<file path="config.mk">
export PLATFORM = sky130hd
export DESIGN_NAME = mc_control_unit_flat
export DESIGN_NICKNAME = d
export VERILOG_FILES = /design/src/rtl/mc_control_unit_if.sv /design/src/rtl/mc_control_unit.sv /design/src/flat_wrapper.sv
export SDC_FILE = /design/constraint.sdc
export NUM_CORES = 1
export LEC_CHECK = 0
export BUFFER_PORTS_ARGS = -buffer_cell sky130_fd_sc_hd__buf_2
export CAP_MARGIN = 0
export CORE_UTILIZATION = 36
export DETAILED_ROUTE_END_ITERATION = 8
export GPL_TIMING_DRIVEN = 0
export PLACE_DENSITY = 0.63
export SLEW_MARGIN = 10
export SYNTH_ARGS = -nofsm -noshare
export SYNTH_HDL_FRONTEND = slang
export SYNTH_SLANG_ARGS = --single-unit
</file>
<file path="constraint.sdc">
create_clock -name clk -period 4.5 [get_ports clk]
set_input_delay 0.225 -clock clk [delete_from_list [all_inputs] [get_ports clk]]
set_output_delay 0.225 -clock clk [all_outputs]
set_load 0.005 [all_outputs]
</file>
<file path="src/rtl/mc_control_unit_if.sv">
// ---------------------------------------------------------------------------
// mc_control_unit_if
// Purpose : bundles the signals exchanged between the microcoded control unit
//           and the 16-bit multicycle datapath.
// Signals : instruction (datapath -> control), microPC, controls, is_halted,
//           num_inst (control -> datapath), cycle_count when the optional
//           cycle counter is built (macro MCU_CYCLE_COUNT_EN).
// Modports: master = control unit side, slave = datapath side.
// ---------------------------------------------------------------------------
interface mc_control_unit_if #(
  parameter int WORD_SIZE = 16,
  parameter int CNT_WIDTH = 16
);
  logic [WORD_SIZE-1:0] instruction;
  logic [2:0]           microPC;
  logic [12:0]          controls;
  logic                 is_halted;
  logic [CNT_WIDTH-1:0] num_inst;
`ifdef MCU_CYCLE_COUNT_EN
  logic [31:0]          cycle_count;

  modport master (input instruction,
                  output microPC, controls, is_halted, num_inst, cycle_count);
  modport slave  (output instruction,
                  input microPC, controls, is_halted, num_inst, cycle_count);
`else
  modport master (input instruction,
                  output microPC, controls, is_halted, num_inst);
  modport slave  (output instruction,
                  input microPC, controls, is_halted, num_inst);
`endif
endinterface

</file>
<file path="src/rtl/mc_control_unit.sv">
// ---------------------------------------------------------------------------
// mc_control_unit
// Purpose : microcoded sequencer for the 16-bit multicycle datapath. Steps
//           microPC through IF1/IF2/IF3/ID/EX/MEM1/MEM2/WB, one state per
//           clock, decodes the latched instruction into the 13-bit controls
//           bundle, detects HLT and counts committed instructions.
// Ports   : clk        - system clock, all state changes on posedge
//           reset      - synchronous, active-high reset
//           bus        - mc_control_unit_if.master (instruction in; microPC,
//                        controls, is_halted, num_inst out)
// Options : define MCU_CYCLE_COUNT_EN to add the 32-bit bus.cycle_count
//           counter of unhalted clocks since reset.
// controls: [12] WWD [11] Jump [10] Branch [9] MemtoReg [8] MemRead
//           [7] MemWrite [6] RegDst [5] RegWrite [4:1] ALUOp [0] ALUSrc
// ---------------------------------------------------------------------------
module mc_control_unit #(
  parameter int WORD_SIZE = 16,
  parameter int CNT_WIDTH = 16
) (
  input  logic             clk,
  input  logic             reset,
  mc_control_unit_if.master bus
);

  typedef enum logic [2:0] {
    IF1 = 3'd0, IF2 = 3'd1, IF3 = 3'd2, ID = 3'd3,
    MEM1 = 3'd4, MEM2 = 3'd5, EX = 3'd6, WB = 3'd7
  } state_e;

  // Instruction classes: each class owns one micro-sequence after ID.
  typedef enum logic [2:0] {
    C_NOP, C_ALU, C_LWD, C_SWD, C_BR, C_JL, C_WWD, C_HLT
  } cls_e;

  localparam int B_WWD  = 12;
  localparam int B_JMP  = 11;
  localparam int B_BR   = 10;
  localparam int B_M2R  = 9;
  localparam int B_MRD  = 8;
  localparam int B_MWR  = 7;
  localparam int B_RDST = 6;
  localparam int B_RWR  = 5;
  localparam int B_SRC  = 0;

  logic [WORD_SIZE-1:0] instr;
  logic [3:0]           opcode;
  logic [5:0]           func;
  logic                 unused_instr_bits;

  state_e               state, state_nxt;
  cls_e                 cls;
  logic [12:0]          dec;
  logic [12:0]          controls;
  logic                 is_halted;
  logic [CNT_WIDTH-1:0] num_inst;
  logic                 halt_now;
  logic                 commit;

  assign instr             = bus.instruction;
  assign opcode            = instr[15:12];
  assign func              = instr[5:0];
  assign unused_instr_bits = ^instr[11:6];

  // Instruction decode: sequence class plus the ungated control pattern.
  // NOTE: every signal written in an always_comb gets a default first so no
  // path can leave it unassigned and infer a latch.
  always_comb begin
    cls = C_NOP;
    dec = '0;
    case (opcode)
      4'd0, 4'd1, 4'd2, 4'd3: begin  // BNE/BEQ/BGZ/BLZ, ALUOp ADD
        cls        = C_BR;
        dec[B_BR]  = 1'b1;
        dec[B_SRC] = 1'b1;
      end
      4'd4: begin                    // ADI
        cls        = C_ALU;
        dec[B_SRC] = 1'b1;
      end
      4'd5: begin                    // ORI
        cls        = C_ALU;
        dec[4:1]   = 4'd3;
        dec[B_SRC] = 1'b1;
      end
      4'd6: begin                    // LHI
        cls        = C_ALU;
        dec[B_M2R] = 1'b1;
      end
      4'd7: begin                    // LWD
        cls        = C_LWD;
        dec[B_SRC] = 1'b1;
        dec[B_M2R] = 1'b1;
        dec[B_MRD] = 1'b1;
      end
      4'd8: begin                    // SWD
        cls        = C_SWD;
        dec[B_SRC] = 1'b1;
        dec[B_MWR] = 1'b1;
      end
      4'd9:  cls = C_BR;             // JMP
      4'd10: begin                   // JAL
        cls        = C_JL;
        dec[B_JMP] = 1'b1;
        dec[B_M2R] = 1'b1;
      end
      4'd15: begin
        if (func < 6'd8) begin       // R-type ALU
          cls         = C_ALU;
          dec[B_RDST] = 1'b1;
          dec[4:1]    = func[3:0];
        end else if (func == 6'd25) begin  // JPR
          cls = C_BR;
        end else if (func == 6'd26) begin  // JRL
          cls        = C_JL;
          dec[B_JMP] = 1'b1;
          dec[B_M2R] = 1'b1;
        end else if (func == 6'd28) begin  // WWD
          cls        = C_WWD;
          dec[B_WWD] = 1'b1;
        end else if (func == 6'd29) begin  // HLT
          cls = C_HLT;
        end
      end
      default: cls = C_NOP;          // 11-14 illegal, run as NOP
    endcase
  end

  // Next-state logic. A halted machine parks in ID until reset.
  always_comb begin
    state_nxt = IF1;
    if (is_halted) begin
      state_nxt = ID;
    end else begin
      case (state)
        IF1:  state_nxt = IF2;
        IF2:  state_nxt = IF3;
        IF3:  state_nxt = ID;
        ID:   state_nxt = (cls == C_HLT) ? ID :
                          (cls == C_NOP || cls == C_WWD) ? IF1 : EX;
        EX:   state_nxt = (cls == C_ALU || cls == C_JL) ? WB :
                          (cls == C_LWD || cls == C_SWD) ? MEM1 : IF1;
        MEM1: state_nxt = MEM2;
        MEM2: state_nxt = (cls == C_LWD) ? WB : IF1;
        WB:   state_nxt = IF1;
        default: state_nxt = IF1;
      endcase
    end
  end

  // HLT retires at its ID edge; every other instruction retires on the edge
  // that returns to IF1.
  assign halt_now = !is_halted && (state == ID) && (cls == C_HLT);
  assign commit   = !is_halted && (state_nxt == IF1);

  // Output decode: fetch states drive nothing, RegWrite is WB-only and the
  // memory strobes are confined to MEM1/MEM2.
  always_comb begin
    controls = '0;
    if (!is_halted && state != IF1 && state != IF2 && state != IF3) begin
      controls        = dec;
      controls[B_RWR] = (state == WB);
      controls[B_MRD] = dec[B_MRD] && (state == MEM1 || state == MEM2);
      controls[B_MWR] = dec[B_MWR] && (state == MEM1 || state == MEM2);
    end
  end

  // NOTE: sequential state uses non-blocking assignments so every register
  // samples pre-edge values regardless of process ordering.
  always_ff @(posedge clk) begin
    if (reset) begin
      state     <= IF1;
      is_halted <= 1'b0;
      num_inst  <= '0;
    end else begin
      state <= state_nxt;
      if (halt_now) begin
        is_halted <= 1'b1;
      end
      if (commit || halt_now) begin
        num_inst <= num_inst + CNT_WIDTH'(1);
      end
    end
  end

`ifdef MCU_CYCLE_COUNT_EN
  logic [31:0] cycle_count;

  // The HLT edge itself is not counted.
  always_ff @(posedge clk) begin
    if (reset) begin
      cycle_count <= '0;
    end else if (!is_halted && !halt_now) begin
      cycle_count <= cycle_count + 32'd1;
    end
  end

  assign bus.cycle_count = cycle_count;
`endif

  assign bus.microPC   = state;
  assign bus.controls  = controls;
  assign bus.is_halted = is_halted;
  assign bus.num_inst  = num_inst;

endmodule

</file>
<file path="src/flat_wrapper.sv">
// flat-port wrapper written by rule: the top's interface ports become plain ports
module mc_control_unit_flat 
#(
  parameter int WORD_SIZE = 16,
  parameter int CNT_WIDTH = 16
)
  (clk, reset, bus_instruction, bus_microPC, bus_controls, bus_is_halted, bus_num_inst);
  mc_control_unit_if #(.WORD_SIZE(WORD_SIZE), .CNT_WIDTH(CNT_WIDTH)) bus_i ();
  input  logic clk;
  input  logic reset;
  input wire logic [$bits(bus_i.instruction)-1:0] bus_instruction;
  output wire logic [$bits(bus_i.microPC)-1:0] bus_microPC;
  output wire logic [$bits(bus_i.controls)-1:0] bus_controls;
  output wire logic [$bits(bus_i.is_halted)-1:0] bus_is_halted;
  output wire logic [$bits(bus_i.num_inst)-1:0] bus_num_inst;
  assign bus_i.instruction = bus_instruction;
  assign bus_microPC = bus_i.microPC;
  assign bus_controls = bus_i.controls;
  assign bus_is_halted = bus_i.is_halted;
  assign bus_num_inst = bus_i.num_inst;
  mc_control_unit #(.WORD_SIZE(WORD_SIZE), .CNT_WIDTH(CNT_WIDTH)) u_core (.clk(clk), .reset(reset), .bus(bus_i));
endmodule
</file>
# Word level (Yosys, flattened, before mapping)
# Cells that the tools add are included.
[word_totals] register_bits=20 out_inout_bits=33
[classes] add_sub_neg=1 n_lt_le_gt_ge=1 n_eq_ne=30 n_mux=32 n_reduce_logical=24
[ops] operator="$mux W3" n=11
[ops] operator="$eq A6 B5 Y1 const B" n=4
[ops] operator="$pmux W3 S8" n=1
[ops] operator="$eq A3 B3 Y1 const B" n=7
[ops] operator="$pmux W3 S6" n=1
[ops] operator="$add A16 B1 Y16 const B" n=1
[ops] operator="$eq A4 B3 Y1 const B" n=4
[ops] operator="$eq A4 B4 Y1 const B" n=4
[ops] operator="$mux W13" n=1
[ops] operator="$eq A3 B2 Y1 const B" n=4
[ops] operator="$mux W1" n=12
[ops] operator="$logic_not A3 Y1" n=3
[ops] operator="$eq A4 B2 Y1 const B" n=2
[ops] operator="$logic_and A1 B1 Y1" n=8
[ops] operator="$pmux W4 S2" n=1
[ops] operator="$reduce_or A8 Y1" n=1
[ops] operator="$eq A3 B1 Y1 const B" n=2
[ops] operator="$lt A6 B4 Y1 const B" n=1
[ops] operator="$reduce_or A3 Y1" n=2
[ops] operator="$logic_or A1 B1 Y1" n=5
[ops] operator="$reduce_or A5 Y1" n=1
[ops] operator="$eq A4 B1 Y1 const B" n=1
[ops] operator="$logic_not A4 Y1" n=1
[ops] operator="$mux W2" n=2
[ops] operator="7 further kinds" n=8

# Logic depth before layout (Yosys ltp)
[depth] ltp_word=16 depth_mapped=10 depth_no_buf=7

# Worst setup path after synthesis
# No wires, ideal clock.
[synth_path] path_type="input to register" from="in bus_instruction[13]" to="reg u_core.num_inst[11], in the netlist u_core.bus.num_inst[11]" arrival_time_ns=2.174 required_time_ns=4.430 slack_ns=2.256 stages=9 path_buffers=2 path_cell_list="buf_2 -> or4b_1 -> nand2_1 -> o31a_1 -> o211ai_1 -> o21a_1 -> buf_6 -> or4_1 -> a21oi_1"
[synth_via] elab_chain_cells=12 word_cells_on_any_way=36
[synth_lines] item="start: declaration" line_no="flat_wrapper.sv:11" text="input wire logic [$bits(bus_i.instruction)-1:0] bus_instruction;"
[synth_lines] item="$eq A4 B4 Y1, or another cell as far along" line_no="mc_control_unit.sv:70" text="case (opcode)"
[synth_lines] item="$reduce_or A5 Y1 (no line) / $reduce_or A3 Y1 (equally long branches)"
[synth_lines] item="$pmux W3 S6 *" line_no="mc_control_unit.sv:70"
[synth_lines] item="$eq A3 B3 Y1, or another cell as far along" line_no="mc_control_unit.sv:139" text="(cls == C_NOP || cls == C_WWD) ? IF1 : EX;"
[synth_lines] item="$logic_or A1 B1 Y1, on equally long branches" line_no="mc_control_unit.sv:139, mc_control_unit.sv:141"
[synth_lines] item="$mux W3, on equally long branches" line_no="mc_control_unit.sv:139, mc_control_unit.sv:141"
[synth_lines] item="$mux W3, on equally long branches" line_no="mc_control_unit.sv:138, mc_control_unit.sv:140"
[synth_lines] item="$pmux W3 S8" line_no="mc_control_unit.sv:134" text="case (state)"
[synth_lines] item="$mux W3" line_no="mc_control_unit.sv:131" text="if (is_halted) begin"
[synth_lines] item="$logic_not A3 Y1" line_no="mc_control_unit.sv:153" text="assign commit = !is_halted && (state_nxt == IF1);"
[synth_lines] item="$logic_and A1 B1 Y1" line_no="mc_control_unit.sv:153"
[synth_lines] item="$logic_or A1 B1 Y1 *" line_no="mc_control_unit.sv:179" text="if (commit || halt_now) begin"
[synth_lines] item="end signal: assignment" line_no="mc_control_unit.sv:180" text="num_inst <= num_inst + CNT_WIDTH'(1);"
[synth_lines] item="end: declaration" line_no="mc_control_unit.sv:55" text="logic [CNT_WIDTH-1:0] num_inst;"
# Every way passes the cells marked *; elsewhere a longest branch is shown, timed or not.
# A chain may end at the register's enable or synchronous reset.

# Final worst setup path
[layout_path] from="reg u_core.state[0], in the netlist u_core.bus.microPC[0]" to="reg u_core.num_inst[13], in the netlist u_core.bus.num_inst[13]"
[layout_via] elab_chain_cells=6 word_cells_on_any_way=15
[layout_lines] item="start: declaration" line_no="mc_control_unit.sv:50" text="state_e state, state_nxt;"
[layout_lines] item="start signal: assignment" line_no="mc_control_unit.sv:175" text="state <= state_nxt;"
[layout_lines] item="$eq A3 B3 Y1, or another cell as far along" line_no="mc_control_unit.sv:134"
[layout_lines] item="$pmux W3 S8" line_no="mc_control_unit.sv:134"
[layout_lines] item="$mux W3" line_no="mc_control_unit.sv:131"
[layout_lines] item="$logic_not A3 Y1" line_no="mc_control_unit.sv:153"
[layout_lines] item="$logic_and A1 B1 Y1" line_no="mc_control_unit.sv:153"
[layout_lines] item="$logic_or A1 B1 Y1 *" line_no="mc_control_unit.sv:179"
# Marks and branches as above.

==> metrics.yaml <==
yosysWarnings: 0
powerDensity_nw_per_um2: 237.5
cellLeakagePower_nw: 0.7249
core_sq_um: 3716
cts_hold_buf: 0
dieArea_sq_um: 4185
rr_worst_depth: 8
synth.avg_cell_area_sq_um: 7.448
cts_tree: "built"
synth_cell_types: 45
drc: 0
drt_iter0_drc: 84
status: "complete, no violations"
cts_num_sinks: 20
path_depth: 8
wirelength_um: 3345
r2r_end: "u_core.bus.num_inst[13]$_SDFFE_PP0P_"
synth_top_area_share_pct: 28.29
diodes: 0
place_area_sq_um: 1685
report.final.slew_viol_count: 0
die_x_um: 64.70
fmax_mhz: 423.5
nFillCells: 403
rrSetupSlack_ps: 2140
clk_path_buf_depth: 2
htree_levels: 1
cts_setup_buffers: 0
worstPathRequired_ps: 4690
cp_max_fo: 10
multi_input_area_sq_um: 912.1
post-place-cells: 280
grt_pass1_vias: 1259
min_path_type: "in2reg"
crit_path_end: "u_core.bus.num_inst[13]$_SDFFE_PP0P_"
critPathTopFamily: "simple AND/OR/NAND/NOR gates"
timing.setup.tns_ps: 0
dieHeight_um: 64.70
vias: 1491
synth_cells: 190
grt_start_max_net_pins: 12
cts_resized: 0
synth_area_sq_um: 1415
grt_pass1_wl_um: 5692
whs_ps: 322.2
seq_area_frac_synth_pct: 28.29
stdcell_area_sq_um: 1740
grt_usage_pct: 17.06
peakVddDrop_v: 0.00009220
synthFlopType: "dfxtp_1"
antenna_found_initial: 0
path_clk_slew_ps: 80
hold_violations: 0
crit_path_start: "u_core.bus.microPC[0]$_SDFF_PP0_"
port_buffers: 42
setup_viol: 0
yosysMostFrequentCell: "nor2_1"
crit_type: "reg2reg"
rsz0062_at_grt: "false"
worstPathArrival_ps: 2550
finalNetCount: 256
antenna_left: 0
pin_count: 51
insertion_delay_ps: 260
cp-end-kind: "register"
utilization_pct: 46.84
routed_via_density: 5.250
drive_above_1_share_pct: 24.58
finClkSkew_ps: 3.507
cts_inserted_buffers: 3
ff_latch_area_sq_um: 400.4
worstPathCellList: "clkbuf_1, and3b_1, nand4_1, or3_1, o21a_1, buf_6, or4_1, a21oi_1"
area_growth_pct: 22.99
drt_first_pass_iters: 4
wl_per_cell_um: 11.78
dp_hpwl_um: 2518
critPathMaxStageDelay_ps: 500
max_cap_violations: 0
fin_cells: 284
r2r_start: "u_core.bus.microPC[0]$_SDFF_PP0_"
cp_num_buf_inv: 2
yosys_register_bits: 20
gp_congestion: 0.7624
cp-start-kind: "register"
grt_remaining_overflow: 0
start_util_pct: 38.08
synth_area_leaders: "dfxtp_1 28%, a21oi_1 6.4%, nor2_1 5.6%"
cts-root-buf: "clkbuf_8"
rows: 22
synth_edf_count: 0
synthTopCellsByCount: "21 x nor2_1, 20 x dfxtp_1, 18 x a21oi_1, 18 x nand2_1, 12 x o21ai_0"
synth_async_sr_flop_share_pct: 0
fin_crit_ps: 2361
fin_crit_sh_pct: 52.47
yosysTopAreaCell: "dfxtp_1"
critPathSlowestCell: "or4_1"
synthesis.nets: 209
[state kept, by name, summed over array words and instances, names as in the netlist]
register,flops
u_core.bus.is_halted,1
u_core.bus.num_inst,16
u_core.bus.microPC,3
[layout make-up]
type	instances	area share (%)
flip-flops and latches	20	23.01
multi-input cells	151	52.41
clock buffers	4	3.163
plain buffers	13	4.601
repair buffers	42	12.08
well taps	48	3.451
inverters	6	1.294
[power by group]
part           switching [mW]  leakage (nW)  internal (mW)  total (mW)
registers             0.00420         0.162          0.181       0.185
clock network          0.0609        0.0288         0.0780       0.139
logic                  0.0512         0.534         0.0379      0.0891
[worst reg2reg max path: stages (launching register included)]
cell      delay [ps]
dfxtp_1          320
clkbuf_1         300
and3b_1          250
nand4_1          180
or3_1            340
o21a_1           120
buf_6            130
or4_1            500
a21oi_1          150
[metrics by stage]
step	power, mW	worst slack [ps]
floorplan	0.2526	2256
global placement	0.2790	1980
detailed placement	0.2789	1995
CTS	0.4174	2157
global route	0.4394	1963
finish	0.4134	2139
[how the worst min path moves through the flow]
stage | slack, ps | endpoint | cells after the start | from
3_3_place_gp | 470 | u_core.bus.num_inst[15]$_SDFFE_PP0P_ | 2 | u_core.bus.num_inst[15]$_SDFFE_PP0P_
4_1_cts | 320 | u_core.bus.num_inst[5]$_SDFFE_PP0P_ | 3 | reset
2_1_floorplan | 450 | u_core.bus.num_inst[5]$_SDFFE_PP0P_ | 2 | reset
3_5_place_dp | 470 | u_core.bus.num_inst[15]$_SDFFE_PP0P_ | 2 | u_core.bus.num_inst[15]$_SDFFE_PP0P_
5_1_grt | 360 | u_core.bus.num_inst[5]$_SDFFE_PP0P_ | 3 | reset
6_report | 320 | u_core.bus.num_inst[5]$_SDFFE_PP0P_ | 3 | reset
[cells by family (layout without fill, tap and decap cells)]
logic type,after synthesis,after routing,share of synthesized area [%]
flip-flops,20,20,28.29
multiplexers,3,3,2.299
other,1,1,0.2650
buffers and inverters,19,65,7.250
XOR/XNOR,4,4,2.476
AO/OA/AOI/OAI,52,52,24.05
AND/OR/NAND/NOR,90,90,34.48
adder cells (fa/ha/maj),1,1,0.8840
[layer usage]
layer	GRT usage, %	up-vias	routed length (um)
li1	-	794	-
met1	23.91	651	1735
met2	26.05	42	1427
met3	3.521	4	149
met4	5.000	0	34
met5	0	-	0
[cells in the final DEF, fill, tap and decap left out, drive strengths merged, types with 2 or more instances in the layout]
master and instances:
or3 8, inv 6, nand4 3, nand4b 2
a211oi 2, nor3b 3, nand3 5, o41ai 2
mux2 2, nand2 18, a311oi 2, xor2 2
and3b 2, xnor2 2, a21oi 18, dfxtp 20
or4b 2, nor3 9, clkbuf 9, a21o 4
and3 2, buf 50, and4b 2, nor2 21
or4 6, o31ai 5, o21ai 12, nor2b 3
a31o 2
(Power assumes the default switching activity.)
